**src/rtl/des_pkg.sv**
```systemverilog
// Shared DES constants: FIPS 46-3 permutation tables (1-based), S-box contents,
// the key rotation schedule, FSM encoding and the helpers that apply them.
package des_pkg;

    typedef enum logic [1:0] {
        IDLE  = 2'd0,
        ROUND = 2'd1,
        DONE  = 2'd2
    } state_t;

    localparam int IP_T [64] = '{
        58, 50, 42, 34, 26, 18, 10, 2, 60, 52, 44, 36, 28, 20, 12, 4,
        62, 54, 46, 38, 30, 22, 14, 6, 64, 56, 48, 40, 32, 24, 16, 8,
        57, 49, 41, 33, 25, 17,  9, 1, 59, 51, 43, 35, 27, 19, 11, 3,
        61, 53, 45, 37, 29, 21, 13, 5, 63, 55, 47, 39, 31, 23, 15, 7
    };

    localparam int FP_T [64] = '{
        40, 8, 48, 16, 56, 24, 64, 32, 39, 7, 47, 15, 55, 23, 63, 31,
        38, 6, 46, 14, 54, 22, 62, 30, 37, 5, 45, 13, 53, 21, 61, 29,
        36, 4, 44, 12, 52, 20, 60, 28, 35, 3, 43, 11, 51, 19, 59, 27,
        34, 2, 42, 10, 50, 18, 58, 26, 33, 1, 41,  9, 49, 17, 57, 25
    };

    localparam int E_T [48] = '{
        32,  1,  2,  3,  4,  5,  4,  5,  6,  7,  8,  9,
         8,  9, 10, 11, 12, 13, 12, 13, 14, 15, 16, 17,
        16, 17, 18, 19, 20, 21, 20, 21, 22, 23, 24, 25,
        24, 25, 26, 27, 28, 29, 28, 29, 30, 31, 32,  1
    };

    localparam int P_T [32] = '{
        16,  7, 20, 21, 29, 12, 28, 17,  1, 15, 23, 26,  5, 18, 31, 10,
         2,  8, 24, 14, 32, 27,  3,  9, 19, 13, 30,  6, 22, 11,  4, 25
    };

    localparam int PC1_T [56] = '{
        57, 49, 41, 33, 25, 17,  9,  1, 58, 50, 42, 34, 26, 18,
        10,  2, 59, 51, 43, 35, 27, 19, 11,  3, 60, 52, 44, 36,
        63, 55, 47, 39, 31, 23, 15,  7, 62, 54, 46, 38, 30, 22,
        14,  6, 61, 53, 45, 37, 29, 21, 13,  5, 28, 20, 12,  4
    };

    localparam int PC2_T [48] = '{
        14, 17, 11, 24,  1,  5,  3, 28, 15,  6, 21, 10,
        23, 19, 12,  4, 26,  8, 16,  7, 27, 20, 13,  2,
        41, 52, 31, 37, 47, 55, 30, 40, 51, 45, 33, 48,
        44, 49, 39, 56, 34, 53, 46, 42, 50, 36, 29, 32
    };

    // SHIFT[j] for rounds j = 1..16 stored at index j-1.
    localparam logic [1:0] SHIFT [16] = '{
        2'd1, 2'd1, 2'd2, 2'd2, 2'd2, 2'd2, 2'd2, 2'd2,
        2'd1, 2'd2, 2'd2, 2'd2, 2'd2, 2'd2, 2'd2, 2'd1
    };

    // Each S-box is 64 nibbles, row-major (row*16 + col), entry 0 in the top nibble.
    localparam logic [255:0] SBOX_T [8] = '{
        {64'hE4D12FB83A6C5907, 64'h0F74E2D1A6CB9538, 64'h41E8D62BFC973A50, 64'hFC8249175B3EA06D},
        {64'hF18E6B34972DC05A, 64'h3D47F28EC01A69B5, 64'h0E7BA4D158C6932F, 64'hD8A13F42B67C05E9},
        {64'hA09E63F51DC7B428, 64'hD709346A285ECBF1, 64'hD6498F30B12C5AE7, 64'h1AD069874FE3B52C},
        {64'h7DE3069A1285BC4F, 64'hD8B56F03472C1AE9, 64'hA690CB7DF13E5284, 64'h3F06A1D8945BC72E},
        {64'h2C417AB6853FD0E9, 64'hEB2C47D150FA3986, 64'h421BAD78F9C5630E, 64'hB8C71E2D6F09A453},
        {64'hC1AF92680D34E75B, 64'hAF427C9561DE0B38, 64'h9EF528C3704A1DB6, 64'h432C95FABE17608D},
        {64'h4B2EF08D3C975A61, 64'hD0B7491AE35C2F86, 64'h14BDC37EAF680592, 64'h6BD814A7950FE23C},
        {64'hD2846FB1A93E50C7, 64'h1FD8A374C56B0E92, 64'h7B419CE206ADF358, 64'h21E74A8DFC90356B}
    };

    // FIPS bit n of a W-bit word lives at vector index W+1-n.
    function automatic logic [64:1] ip_perm(input logic [64:1] x);
        logic [64:1] y;
        for (int i = 0; i < 64; i++) y[64-i] = x[65-IP_T[i]];
        return y;
    endfunction

    function automatic logic [64:1] fp_perm(input logic [64:1] x);
        logic [64:1] y;
        for (int i = 0; i < 64; i++) y[64-i] = x[65-FP_T[i]];
        return y;
    endfunction

    function automatic logic [48:1] e_expand(input logic [32:1] x);
        logic [48:1] y;
        for (int i = 0; i < 48; i++) y[48-i] = x[33-E_T[i]];
        return y;
    endfunction

    function automatic logic [32:1] p_perm(input logic [32:1] x);
        logic [32:1] y;
        for (int i = 0; i < 32; i++) y[32-i] = x[33-P_T[i]];
        return y;
    endfunction

    function automatic logic [56:1] pc1_perm(input logic [64:1] x);
        logic [56:1] y;
        for (int i = 0; i < 56; i++) y[56-i] = x[65-PC1_T[i]];
        return y;
    endfunction

    function automatic logic [48:1] pc2_perm(input logic [56:1] x);
        logic [48:1] y;
        for (int i = 0; i < 48; i++) y[48-i] = x[57-PC2_T[i]];
        return y;
    endfunction

    // j in 1..16; the 4-bit wrap maps j=16 onto index 15.
    function automatic logic [1:0] shift_amt(input logic [4:0] j);
        logic [3:0] k;
        k = j[3:0] - 4'd1;
        return SHIFT[k];
    endfunction

    function automatic logic [28:1] rotl28(input logic [28:1] v, input logic [1:0] n);
        return (n == 2'd1) ? {v[27:1], v[28]} : {v[26:1], v[28:27]};
    endfunction

    function automatic logic [28:1] rotr28(input logic [28:1] v, input logic [1:0] n);
        return (n == 2'd1) ? {v[1], v[28:2]} : {v[2:1], v[28:3]};
    endfunction

    // Row is {a6,a1}, column is a5..a2.
    function automatic logic [4:1] sbox_lookup(input logic [2:0] n, input logic [6:1] a);
        logic [7:0] pos;
        pos = 8'd255 - {a[6], a[1], a[5:2], 2'b00};
        return SBOX_T[n][pos -: 4];
    endfunction

endpackage

```
**src/rtl/des_f_function.sv**
```systemverilog
// DES round function f(R, K) = P(S(E(R) ^ K)) and the eight S-box stages it uses.
module sbox1 import des_pkg::*; (input logic [6:1] a, output logic [4:1] y);
    assign y = sbox_lookup(3'd0, a);
endmodule

module sbox2 import des_pkg::*; (input logic [6:1] a, output logic [4:1] y);
    assign y = sbox_lookup(3'd1, a);
endmodule

module sbox3 import des_pkg::*; (input logic [6:1] a, output logic [4:1] y);
    assign y = sbox_lookup(3'd2, a);
endmodule

module sbox4 import des_pkg::*; (input logic [6:1] a, output logic [4:1] y);
    assign y = sbox_lookup(3'd3, a);
endmodule

module sbox5 import des_pkg::*; (input logic [6:1] a, output logic [4:1] y);
    assign y = sbox_lookup(3'd4, a);
endmodule

module sbox6 import des_pkg::*; (input logic [6:1] a, output logic [4:1] y);
    assign y = sbox_lookup(3'd5, a);
endmodule

module sbox7 import des_pkg::*; (input logic [6:1] a, output logic [4:1] y);
    assign y = sbox_lookup(3'd6, a);
endmodule

module sbox8 import des_pkg::*; (input logic [6:1] a, output logic [4:1] y);
    assign y = sbox_lookup(3'd7, a);
endmodule

module des_f_function
    import des_pkg::*;
(
    input  logic [32:1] r,
    input  logic [48:1] k,
    output logic [32:1] f
);

    logic [48:1] x;
    logic [32:1] s;

    // Chunk 1 (the top six bits) feeds sbox1.
    assign x = e_expand(r) ^ k;

    sbox1 u_sbox1 (.a(x[48:43]), .y(s[32:29]));
    sbox2 u_sbox2 (.a(x[42:37]), .y(s[28:25]));
    sbox3 u_sbox3 (.a(x[36:31]), .y(s[24:21]));
    sbox4 u_sbox4 (.a(x[30:25]), .y(s[20:17]));
    sbox5 u_sbox5 (.a(x[24:19]), .y(s[16:13]));
    sbox6 u_sbox6 (.a(x[18:13]), .y(s[12:9]));
    sbox7 u_sbox7 (.a(x[12:7]),  .y(s[8:5]));
    sbox8 u_sbox8 (.a(x[6:1]),   .y(s[4:1]));

    assign f = p_perm(s);

endmodule

```
**src/rtl/des_iter_core.sv**
```systemverilog
// Iterative DES engine: one Feistel round per clock, 16 rounds per block,
// encrypt/decrypt chosen per block, registered result.
module des_iter_core
    import des_pkg::*;
#(
    parameter int NUM_ROUNDS = 16
)
(
    input  logic        clk,
    input  logic        rst_n,
    input  logic        in_valid,
    output logic        in_ready,
    input  logic        decrypt,
    input  logic [64:1] key,
    input  logic [64:1] din,
    output logic        out_valid,
    input  logic        out_ready,
    output logic [64:1] dout,
    output logic        busy,
    output logic [1:0]  dbg_state
);

    // Handshake: a transfer happens on a rising edge where valid & ready are both
    // high; valid, once raised, holds its payload stable until that transfer.
    state_t      state, state_next;
    logic [32:1] l_reg, r_reg;
    logic [28:1] c_reg, d_reg;
    logic [28:1] c_rot, d_rot;
    logic [4:0]  rnd;
    logic        dir;
    logic [1:0]  sh_enc, sh_dec;
    logic [48:1] round_key;
    logic [32:1] f_out;
    logic        accept;
    logic        last_round;

    assign accept     = in_valid & in_ready;
    assign last_round = (rnd == 5'(NUM_ROUNDS));

    always_ff @(posedge clk or negedge rst_n) begin
        if (!rst_n) begin
            state <= IDLE;
        end else begin
            state <= state_next;
        end
    end

    always_comb begin
        state_next = state;
        case (state)
            IDLE:    if (in_valid)   state_next = ROUND;
            ROUND:   if (last_round) state_next = DONE;
            DONE:    if (out_ready)  state_next = IDLE;
            default:                 state_next = IDLE;
        endcase
    end

    always_comb begin
        in_ready  = (state == IDLE);
        busy      = (state == ROUND) || (state == DONE);
        dbg_state = state;
    end

    // Decrypt walks the schedule backwards: round 1 reuses C0/D0 (= C16/D16),
    // later rounds undo the encrypt shifts in reverse order.
    always_comb begin
        sh_enc = shift_amt(rnd);
        sh_dec = shift_amt(5'd18 - rnd);
        c_rot  = c_reg;
        d_rot  = d_reg;
        if (!dir) begin
            c_rot = rotl28(c_reg, sh_enc);
            d_rot = rotl28(d_reg, sh_enc);
        end else if (rnd != 5'd1) begin
            c_rot = rotr28(c_reg, sh_dec);
            d_rot = rotr28(d_reg, sh_dec);
        end
        round_key = pc2_perm({c_rot, d_rot});
    end

    des_f_function u_f (
        .r (r_reg),
        .k (round_key),
        .f (f_out)
    );

    always_ff @(posedge clk or negedge rst_n) begin
        if (!rst_n) begin
            l_reg     <= '0;
            r_reg     <= '0;
            c_reg     <= '0;
            d_reg     <= '0;
            rnd       <= '0;
            dir       <= 1'b0;
            dout      <= '0;
            out_valid <= 1'b0;
        end else begin
            case (state)
                IDLE: begin
                    if (accept) begin
                        {l_reg, r_reg} <= ip_perm(din);
                        {c_reg, d_reg} <= pc1_perm(key);
                        dir            <= decrypt;
                        rnd            <= 5'd1;
                    end
                end
                ROUND: begin
                    l_reg <= r_reg;
                    r_reg <= l_reg ^ f_out;
                    c_reg <= c_rot;
                    d_reg <= d_rot;
                    rnd   <= rnd + 5'd1;
                    // Final swap: output is FP(R16 || L16) built from this round's results.
                    if (last_round) begin
                        dout      <= fp_perm({l_reg ^ f_out, r_reg});
                        out_valid <= 1'b1;
                    end
                end
                DONE: begin
                    if (out_ready) out_valid <= 1'b0;
                end
                default: ;
            endcase
        end
    end

endmodule

```
**config.mk**
```make
export PLATFORM = sky130hd
export DESIGN_NAME = des_iter_core
export DESIGN_NICKNAME = d
export VERILOG_FILES = /design/src/rtl/des_pkg.sv /design/src/rtl/des_f_function.sv /design/src/rtl/des_iter_core.sv
export SDC_FILE = /design/constraint.sdc
export NUM_CORES = 1
export LEC_CHECK = 0
export BUFFER_PORTS_ARGS = -buffer_cell sky130_fd_sc_hd__buf_2
export CORE_MARGIN = 4
export CORE_UTILIZATION = 50
export CTS_CLUSTER_SIZE = 24
export DETAILED_ROUTE_END_ITERATION = 10
export PLACE_DENSITY = 0.74
export REMOVE_ABC_BUFFERS = 1
export SYNTH_ARGS = -nofsm -noshare
export SYNTH_HDL_FRONTEND = slang
export SYNTH_SLANG_ARGS = --single-unit
```
**constraint.sdc**
```tcl
create_clock -name clk -period 5.3 [get_ports clk]
set_input_delay 0.795 -clock clk [delete_from_list [all_inputs] [get_ports clk]]
set_output_delay 0.795 -clock clk [all_outputs]
set_load 0.03 [all_outputs]
```
# Word level (Yosys, flattened, before mapping)
# Memories as Yosys holds them, arrays and structs flattened.
# Cells that the tools add are included.
# totals
register_bits	193
romBits	64
input_bits	133
out_inout_bits	69
elab_cells	90
mem_count	2
# mem_list
name	words	width	rd	rd_ports_with_merged_regs	wr	line_no	source
(name not given)	16	2	1	0	0	des_pkg.sv:110	return SHIFT[k];
(name not given)	16	2	1	0	0	des_pkg.sv:110	
# op_classes
n_addsub	12
n_lt_le_gt_ge	2
eq_ne	11
shifts	8
n_mux	29
bitwise_logic	5
n_reduce_logical	10
# ops
op	n
$shiftx 259x9->4 const A	8
$mux 28	10
$pmux 32 s2	2
$pmux 28 s2	2
$mux 32	2
$sub 8x8->8 const A	8
$xor 48x48->48	1
$xor 32x32->32	1
$mux 2	7
$ge 5x5->1 const B	2
$not 4->5	2
$pmux 5 s2	1
$reduce_and 3->1	3
$sub 4x1->4 const B	2
$eq 2x1->1 const B	3
$ne 2x2->1 const B	3
$pmux 2 s3	1
$reduce_and 2->1	3
$add 5x1->5 const B	1
$eq 5x5->1 const B	1
$mux 5	1
$ne 5x1->1 const B	1
$reduce_bool 2->1	2
$sub 2x4->4 const A	1
8 further kinds	9

# Logic depth before layout (Yosys ltp)
# Gate-level depths: netlist of the first run.
# depth
word_depth	15
depth_mapped	22
ltp_nobuf	19

# Hierarchy
# Synthesis of the first run repeated with hierarchy kept, for this count alone.
# hier_totals
cells_unflattened	1943
hier_area_um2	16539.6
# by_module_without_submodules
module	n_inst	cells_each	area_each_um2	seq_area_each_um2
des_iter_core	1	1199	10898.0	4829.6
sbox6	1	107	750.7	0.0
sbox1	1	90	713.2	0.0
sbox5	1	84	693.2	0.0
sbox8	1	94	668.1	0.0
sbox3	1	81	616.8	0.0
sbox7	1	83	609.3	0.0
sbox2	1	84	589.3	0.0
sbox4	1	73	580.6	0.0
des_f_function	1	48	420.4	0.0

# Worst setup path after synthesis of the first run
# Ideal clock, no wire load.
# synth_timing
path_kind	reg-to-reg
startpoint	register rnd[2]
endpoint	register r_reg[3] (netlist name)
setup_time_ns	0.124
arrival_time_ns	4.654
required_time_ns	5.176
slack_ns	0.522
path_stages_with_launch	21
period_less_slack_ns	4.778
path_cell_list	dfrtp_1 inv_1 ha_1 mux2_2 mux2i_1 buf_4 buf_12 buf_12 buf_6 mux2_2 o22ai_1 or3_1 nand2_1 ha_1 buf_1 inv_1 mux4_2 or3_1 o211ai_2 mux2i_1 a211o_1
# synth_via
elab_chain_len	15
word_cells_on_any_way	23
# synth_rtl
element	line_no	source
from (decl)	des_iter_core.sv:29	logic [4:0] rnd;
from (signal assigned)	des_iter_core.sv:112	rnd <= rnd + 5'd1;
$sub 2x4->4	des_iter_core.sv:68	sh_dec = shift_amt(5'd18 - rnd);
$sub 4x1->4	des_pkg.sv:109	k = j[3:0] - 4'd1;
$not 4->5 (not written as such)	des_pkg.sv:110	
$mem_v2 16x2	n/a	
$mux 2 (not written as such) (2 in a row)	des_pkg.sv:110	
$eq 2x1->1	des_pkg.sv:118	return (n == 2'd1) ? {v[1], v[28:2]} : {v[2:1], v[28:3]};
$mux 28	des_pkg.sv:118	
$mux 28	des_iter_core.sv:74	end else if (rnd != 5'd1) begin
$mux 28 (*)	des_iter_core.sv:71	if (!dir) begin
$xor 48x48->48 (*)	des_f_function.sv:46	assign x = e_expand(r) ^ k;
$sub 8x8->8 (*)	des_pkg.sv:124	pos = 8'd255 - {a[6], a[1], a[5:2], 2'b00};
$shiftx 259x9->4 (*)	des_pkg.sv:125	return SBOX_T[n][pos -: 4];
$xor 32x32->32 (*)	des_iter_core.sv:109	r_reg <= l_reg ^ f_out;
$pmux 32 s2 (*)	des_iter_core.sv:98	case (state)
to (signal assigned)	des_iter_core.sv:101	{l_reg, r_reg} <= ip_perm(din);
to (signal assigned)	des_iter_core.sv:109	
to (decl)	des_iter_core.sv:26	logic [32:1] l_reg, r_reg;
# Mark *: on every way between the ends. The rest lies on a longest branch, timed or not. The select of a mux whose other input is x is not followed.
# A chain may end at the register's enable or synchronous reset.

# Final worst setup path of the first run
# layout_timing
startpoint	register rnd[2]
endpoint	register r_reg[11] (netlist name)
# Same word-level chain as after synthesis.

==> results.txt, run 1 <==
# rows: 68
Max FO, Critical Path: 9
CTS root buf: clkbuf_16
Number of remaining DRC errors: 0
Clock latency on the worst-skew pair: 460 ps
Final hold viol count: 0
Asr flop ratio synth: 100%
Final wirelength: 59900 um
CP endpoint kind: flop
Antenna Cells: 0
Clock tree buffer depth: 2
Largest cells by area after synthesis: dfrtp_1 27%, mux2i_1 7.3%, mux2_2 6.1%, ha_1 5.0%, o21ai_0 4.9%
Average via count per standard cell: 6.47
Largest stage delay on the critical path: 580 ps
Port Buffers: 193
Post-synth top area cell: dfrtp_1
Crit-path cells: inv_1 -> ha_1 -> mux2_2 -> mux2i_4 -> buf_4 -> mux2_2 -> o22ai_1 -> o21ai_0 -> and2_1 -> inv_1 -> ha_1 -> or4b_2 -> o311ai_0 -> a22oi_1 -> o2111ai_1 -> o31ai_1 -> xnor2_1 -> buf_4 -> a21oi_1
Outcome: finished clean
Nets: 2470
Adder-cell share of the synthesized area: 4.99%
CTS resizes: 0
CTS tree: yes
Largest family of logic cells by synthesized area: compound AO/OA/AOI/OAI gates
Gp weighted congestion: 0.956
Detailed Route Iter0 Violations: 1746
Hold Buf Count CTS: 0
Setup Buffers After CTS: 0
Fin Clk Skew: 15.9 ps
Commonest cells in the netlist: 210 x nand2_1, 193 x dfrtp_1, 175 x o21ai_0
Sequential share of the synthesized area: 27.1%
Compound-cell area share of the yosys netlist: 24.1%
Drt wl/cell: 21.9 um
Synth Area per Inst: 8.51 um2
Dpl cells: 2696
Period utilisation layout: 92.7%
Fillcell total: 3137
Final Non-Filler Cells: 2732
Routed vias: 17700
Largest net degree at the start of global routing: 148
HPWL after detailed placement: 43600 um
Antenna viol nets, final: 0
Final-report setup violation count: 0
Synth top area share: 27.1%
Synth Area in XOR/XNOR: 3.40%
Arrival @ worst endpoint: 5220 ps
Final min period: 4910 ps
Final Slew Violations: 0
Post-Syn Area: 17800 um2
Initial antenna violation count: 1
Clk slew on worst S/H paths: 70 ps
Area Overhead vs Synth: 13.3%
Post-synth EDFFs: 0
Count leader, synth: nand2_1
Grt total ovfl: 0
Ys Warns: 0
Ys flop type: dfrtp_1
Core area: 34800 um2
Critical Path RT: 5610 ps
Peak Freq: 0.204 GHz
Hold Path Class: input port to asynchronous set/reset pin
DR pass1 iterations: 10
Setup crit start kind: flop
Die Height: 197 um
Yosys cell types: 96
Vias in the first global route: 17000
IO Count: 202
Largest register FFs: 64
Clock sinks: 193
Reg2reg setup slack: 390 ps
Layout cells sized above 1: 23.1%
Simple-gate share of the synthesized area: 18.2%
CP Class: flop to flop
Post-Synthesis Cells: 2090
Die Area: 38700 um2
Die Span X: 197 um
First-pass GRT wire length: 94100 um
Multiplexer area fraction after synthesis: 17.1%
Initial Utilization: 51.1%
RSZ-0062 raised after global routing: no
Synthesized flop and latch total: 193
Setup TNS: 0 ps
Number of H-tree levels: 4
Crit path max-delay cell type: or4b_2
Max-Cap Viols: 0
All-Layer GR Usage: 30.1%
Worst-Margin Slew: 1010 ps
Num CTS Buffers: 17
Worst slew margin: 32.7%
-- stage by stage --
step	util [%]	setup slack [ps]	area, um2	hold slack (ps)
4_1_cts	57.8	275	20100	482
5_1_grt	57.9	116	20200	506
6_report	57.9	388	20200	436
3_5_place_dp	56.1	299	19500	466
2_1_floorplan	-	-5910	17100	469
3_3_place_gp	56.1	385	19500	458
-- layout make-up --
class	count	area (um2)	share of cell area (%)
Timing Repair Buffer	301	1840	9.10
Tap cell	455	569	2.82
Sequential cell	193	4830	24.0
Clock buffer	18	439	2.18
Multi-Input combinational cell	1696	12100	60.2
Clock inverter	12	135	0.670
Inverter	57	216	1.07
-- logic make-up (layout without fill, tap and decap cells) --
group | count (synthesis) | after routing
buf+inv | 201 | 388
simple gates | 665 | 665
xor+xnor | 62 | 62
flops | 193 | 193
mux | 260 | 260
compound gates | 638 | 638
fa+ha+maj | 71 | 71
-- final timing paths --
kind | from | endpoint | depth (start not counted)
max | rnd[2] | r_reg[11] | 19
min | rst_n | dout[22] | 1
max reg2reg | rnd[2] | r_reg[11] | 19
min reg2reg | dout[7] | dout[7] | 2
max in group asynchronous | rst_n | l_reg[15] | 2
min in group clk | dout[7] | dout[7] | 2
-- per-layer routing --
layer  vias up  routed length, um  global-route usage (%)  part of all wire, %
met5         -                 13                       0                0.022
met4         2               1980                    10.5                  3.3
met1      8612              25100                    40.7                   42
li1       8189                  -                       -                    -
met3       115               4420                    4.50                  7.4
met2       771              28400                    49.6                   47
-- cells in the final DEF, fill, tap and decap left out, types with 43 or more instances in the layout --
cell type	Yosys	routed
or3_1	57	57
nor3_1	80	80
and3_1	43	43
a21oi_1	90	90
ha_1	71	70
nand2_1	210	210
o21ai_0	175	174
mux2_2	97	97
nand3_1	52	52
o22ai_1	47	47
nor2_1	131	131
buf_2	21	192
mux2i_1	129	128
inv_1	53	52
dfrtp_1	193	192
buf_4	8	104
-- critical path, delay by kind of cell, from the launching register on --
family / cells / cell delay, ps
AO/OA/AOI/OAI: 7 / 1300
XOR/XNOR: 1 / 190
adder cells (fa/ha/maj): 2 / 520
buffers and inverters: 4 / 670
flip-flops: 1 / 470
multiplexers: 3 / 860
AND/OR/NAND/NOR: 2 / 760
Power of run 1 is not shown: default switching activity piles up to over one toggle a cycle in this logic, so the estimate is an artifact.
==> inputs of run 2 (changes only) <==
--- a/config.mk
+++ b/config.mk
@@ -10,6 +10,7 @@
 export CORE_UTILIZATION = 50
 export CTS_CLUSTER_SIZE = 24
 export DETAILED_ROUTE_END_ITERATION = 10
+export MAX_ROUTING_LAYER = met4
 export PLACE_DENSITY = 0.74
 export REMOVE_ABC_BUFFERS = 1
 export SYNTH_ARGS = -nofsm -noshare
==> run 2 against run 1 <==
Setup slack worse by 30 ps. First-iteration DRC count down 20%. Wire length decreased by 0.72%. Critical path type unchanged. Fmax is 0.62% lower. Via count decreased by 0.41%. Sequential share of layout area about the same. Critical path depth shrank 3. Largest cell class unchanged. Core utilization shrank 0.068 points. Worst hold slack worse by 67 ps.
==> results.txt, run 2 (synthesis results as in run 1) <==
First-pass GRT wire length: 93500 um (-0.65%)
Die Height: 197 um (unchanged)
Vias in the first global route: 16700 (-1.6%)
Detailed Route Iter0 Violations: 1405 (-20%)
Average via count per standard cell: 6.47 (about the same)
Fin Clk Skew: 13.1 ps (-2.83 ps)
Worst-Margin Slew: 821 ps (-189 ps)
Area Overhead vs Synth: 13.2%
Hold Slack: 369 ps (-67.2 ps)
Arrival @ worst endpoint: 5300 ps (+80 ps)
Setup crit start kind: flop
Max-Cap Viols: 0 (unchanged)
Period utilisation layout: 93.3% (+0.57 points)
DR pass1 iterations: 6 (-4)
CTS tree: yes
Core area: 34800 um2 (unchanged)
RSZ-0062 raised after global routing: no
Die Area: 38700 um2 (unchanged)
Clock latency on the worst-skew pair: 470 ps (about the same)
Peak Freq: 0.202 GHz (-0.62%)
Critical Path RT: 5650 ps (+40 ps)
Initial antenna violation count: 0 (-1)
Grt total ovfl: 0 (unchanged)
Crit-path cells: inv_1 -> ha_1 -> mux2_2 -> mux2i_4 -> buf_4 -> mux2_1 -> o22ai_1 -> or3_1 -> nand2_1 -> ha_1 -> inv_1 -> mux4_2 -> a221oi_1 -> a311oi_1 -> xnor2_1 -> a221o_1
Clk slew on worst S/H paths: 80 ps (about the same)
Clock sinks: 193 (unchanged)
Port Buffers: 193 (unchanged)
Final Slew Violations: 0 (unchanged)
CTS root buf: clkbuf_16
Nets: 2459 (-0.45%)
IO Count: 202 (unchanged)
Layout cells sized above 1: 22.8% (-0.31 points)
# rows: 68 (unchanged)
Worst slew margin: 44.8% (+12 points)
CTS resizes: 0 (unchanged)
CP endpoint kind: flop
Outcome: finished clean
Final wirelength: 59500 um (-0.72%)
HPWL after detailed placement: 43200 um (-1.0%)
Final-report setup violation count: 0 (unchanged)
Hold Buf Count CTS: 0 (unchanged)
Crit path max-delay cell type: dfrtp_1
All-Layer GR Usage: 30.8% (+0.72 points)
Antenna Cells: 0 (unchanged)
Buf/Inv on CP: 3 (-1)
Hold Path Class: input port to asynchronous set/reset pin
Number of remaining DRC errors: 0 (unchanged)
Setup Buffers After CTS: 0 (unchanged)
Largest net degree at the start of global routing: 167 (+13%)
Antenna viol nets, final: 0 (unchanged)
Final min period: 4940 ps (+30.4 ps)
Num CTS Buffers: 17 (unchanged)
Largest register FFs: 64 (unchanged)
Clock tree buffer depth: 2 (unchanged)
Final hold viol count: 0 (unchanged)
Most frequent cells in the layout: 210 x nand2_1, 192 x dfrtp_1, 192 x buf_2, 174 x o21ai_0, 131 x nor2_1
Max FO, Critical Path: 9 (unchanged)
Drt wl/cell: 21.9 um (-0.39%)
CP top delay family: multiplexers
CP Class: flop to flop
Routed vias: 17600 (-0.41%)
Most common cell after layout, fill and taps aside: nand2_1
Die Span X: 197 um (unchanged)
Initial Utilization: 51.1% (unchanged)
Gp weighted congestion: 0.962 (+0.60%)
Largest stage delay on the critical path: 460 ps (-120 ps)
Number of H-tree levels: 4 (unchanged)
## run 2: changes by cell type in the layout (fill, tap and decap cells not counted)
cell	previous run	this run
buf_4	104	91
inv_8	0	3
buf_12	4	6
clkinv_2	3	1
inv_6	2	4
clkinvlp_4	1	0
## run 2: layer usage
metal  part of all wire (%)  GRT usage (%)
met1                     42           41.1
met2                     47           49.0
met3                    7.1           3.93
met4                    3.5           10.4
met5                      0              -
## run 2: worst register-to-register path, stage by stage, from the launching register on
cell and delay [ps]:
dfrtp_1 460, inv_1 130, ha_1 310, mux2_2 360
mux2i_4 220, buf_4 240, mux2_1 340, o22ai_1 270
or3_1 240, nand2_1 230, ha_1 420, inv_1 100
mux4_2 450, a221oi_1 410, a311oi_1 140, xnor2_1 200
a221o_1 330
## run 2: final cells by class
cell class,count,area [um2]
Sequential cell,193,4830
Timing Repair Buffer,290,1780
Fill cell,3160,14700
Tap cell,455,569
Multi-Input combinational cell,1696,12100
Clock inverter,14,169
Clock buffer,18,439
Inverter,57,216
## run 2: path summary, 6_finish.rpt
check,from,endpoint,slack (ps),depth (start not counted)
max,rnd[2],r_reg[30],360,16
min,rst_n,l_reg[23],370,1
max reg2reg,rnd[2],r_reg[30],360,16
min reg2reg,dout[37],dout[37],480,2
max in group asynchronous,rst_n,r_reg[12],3800,2
min in group clk,dout[37],dout[37],480,2
## run 2: through the flow
| stage | util, % | TNS, ps | instances | setup slack, ps | area (um2) |
|---|---|---|---|---|---|
| after CTS | 57.9 | 0 | 2722 | 271 | 20100 |
| final | 57.9 | 0 | 2723 | 358 | 20100 |
| after floorplan | - | -706300 | 1946 | -5910 | 17100 |
| after global placement | 56.1 | 0 | 2690 | 373 | 19500 |
| after global routing | 57.9 | 0 | 2723 | 144 | 20100 |
| after detailed placement | 56.1 | 0 | 2690 | 296 | 19500 |
Power of run 2 is left out for the same reason.
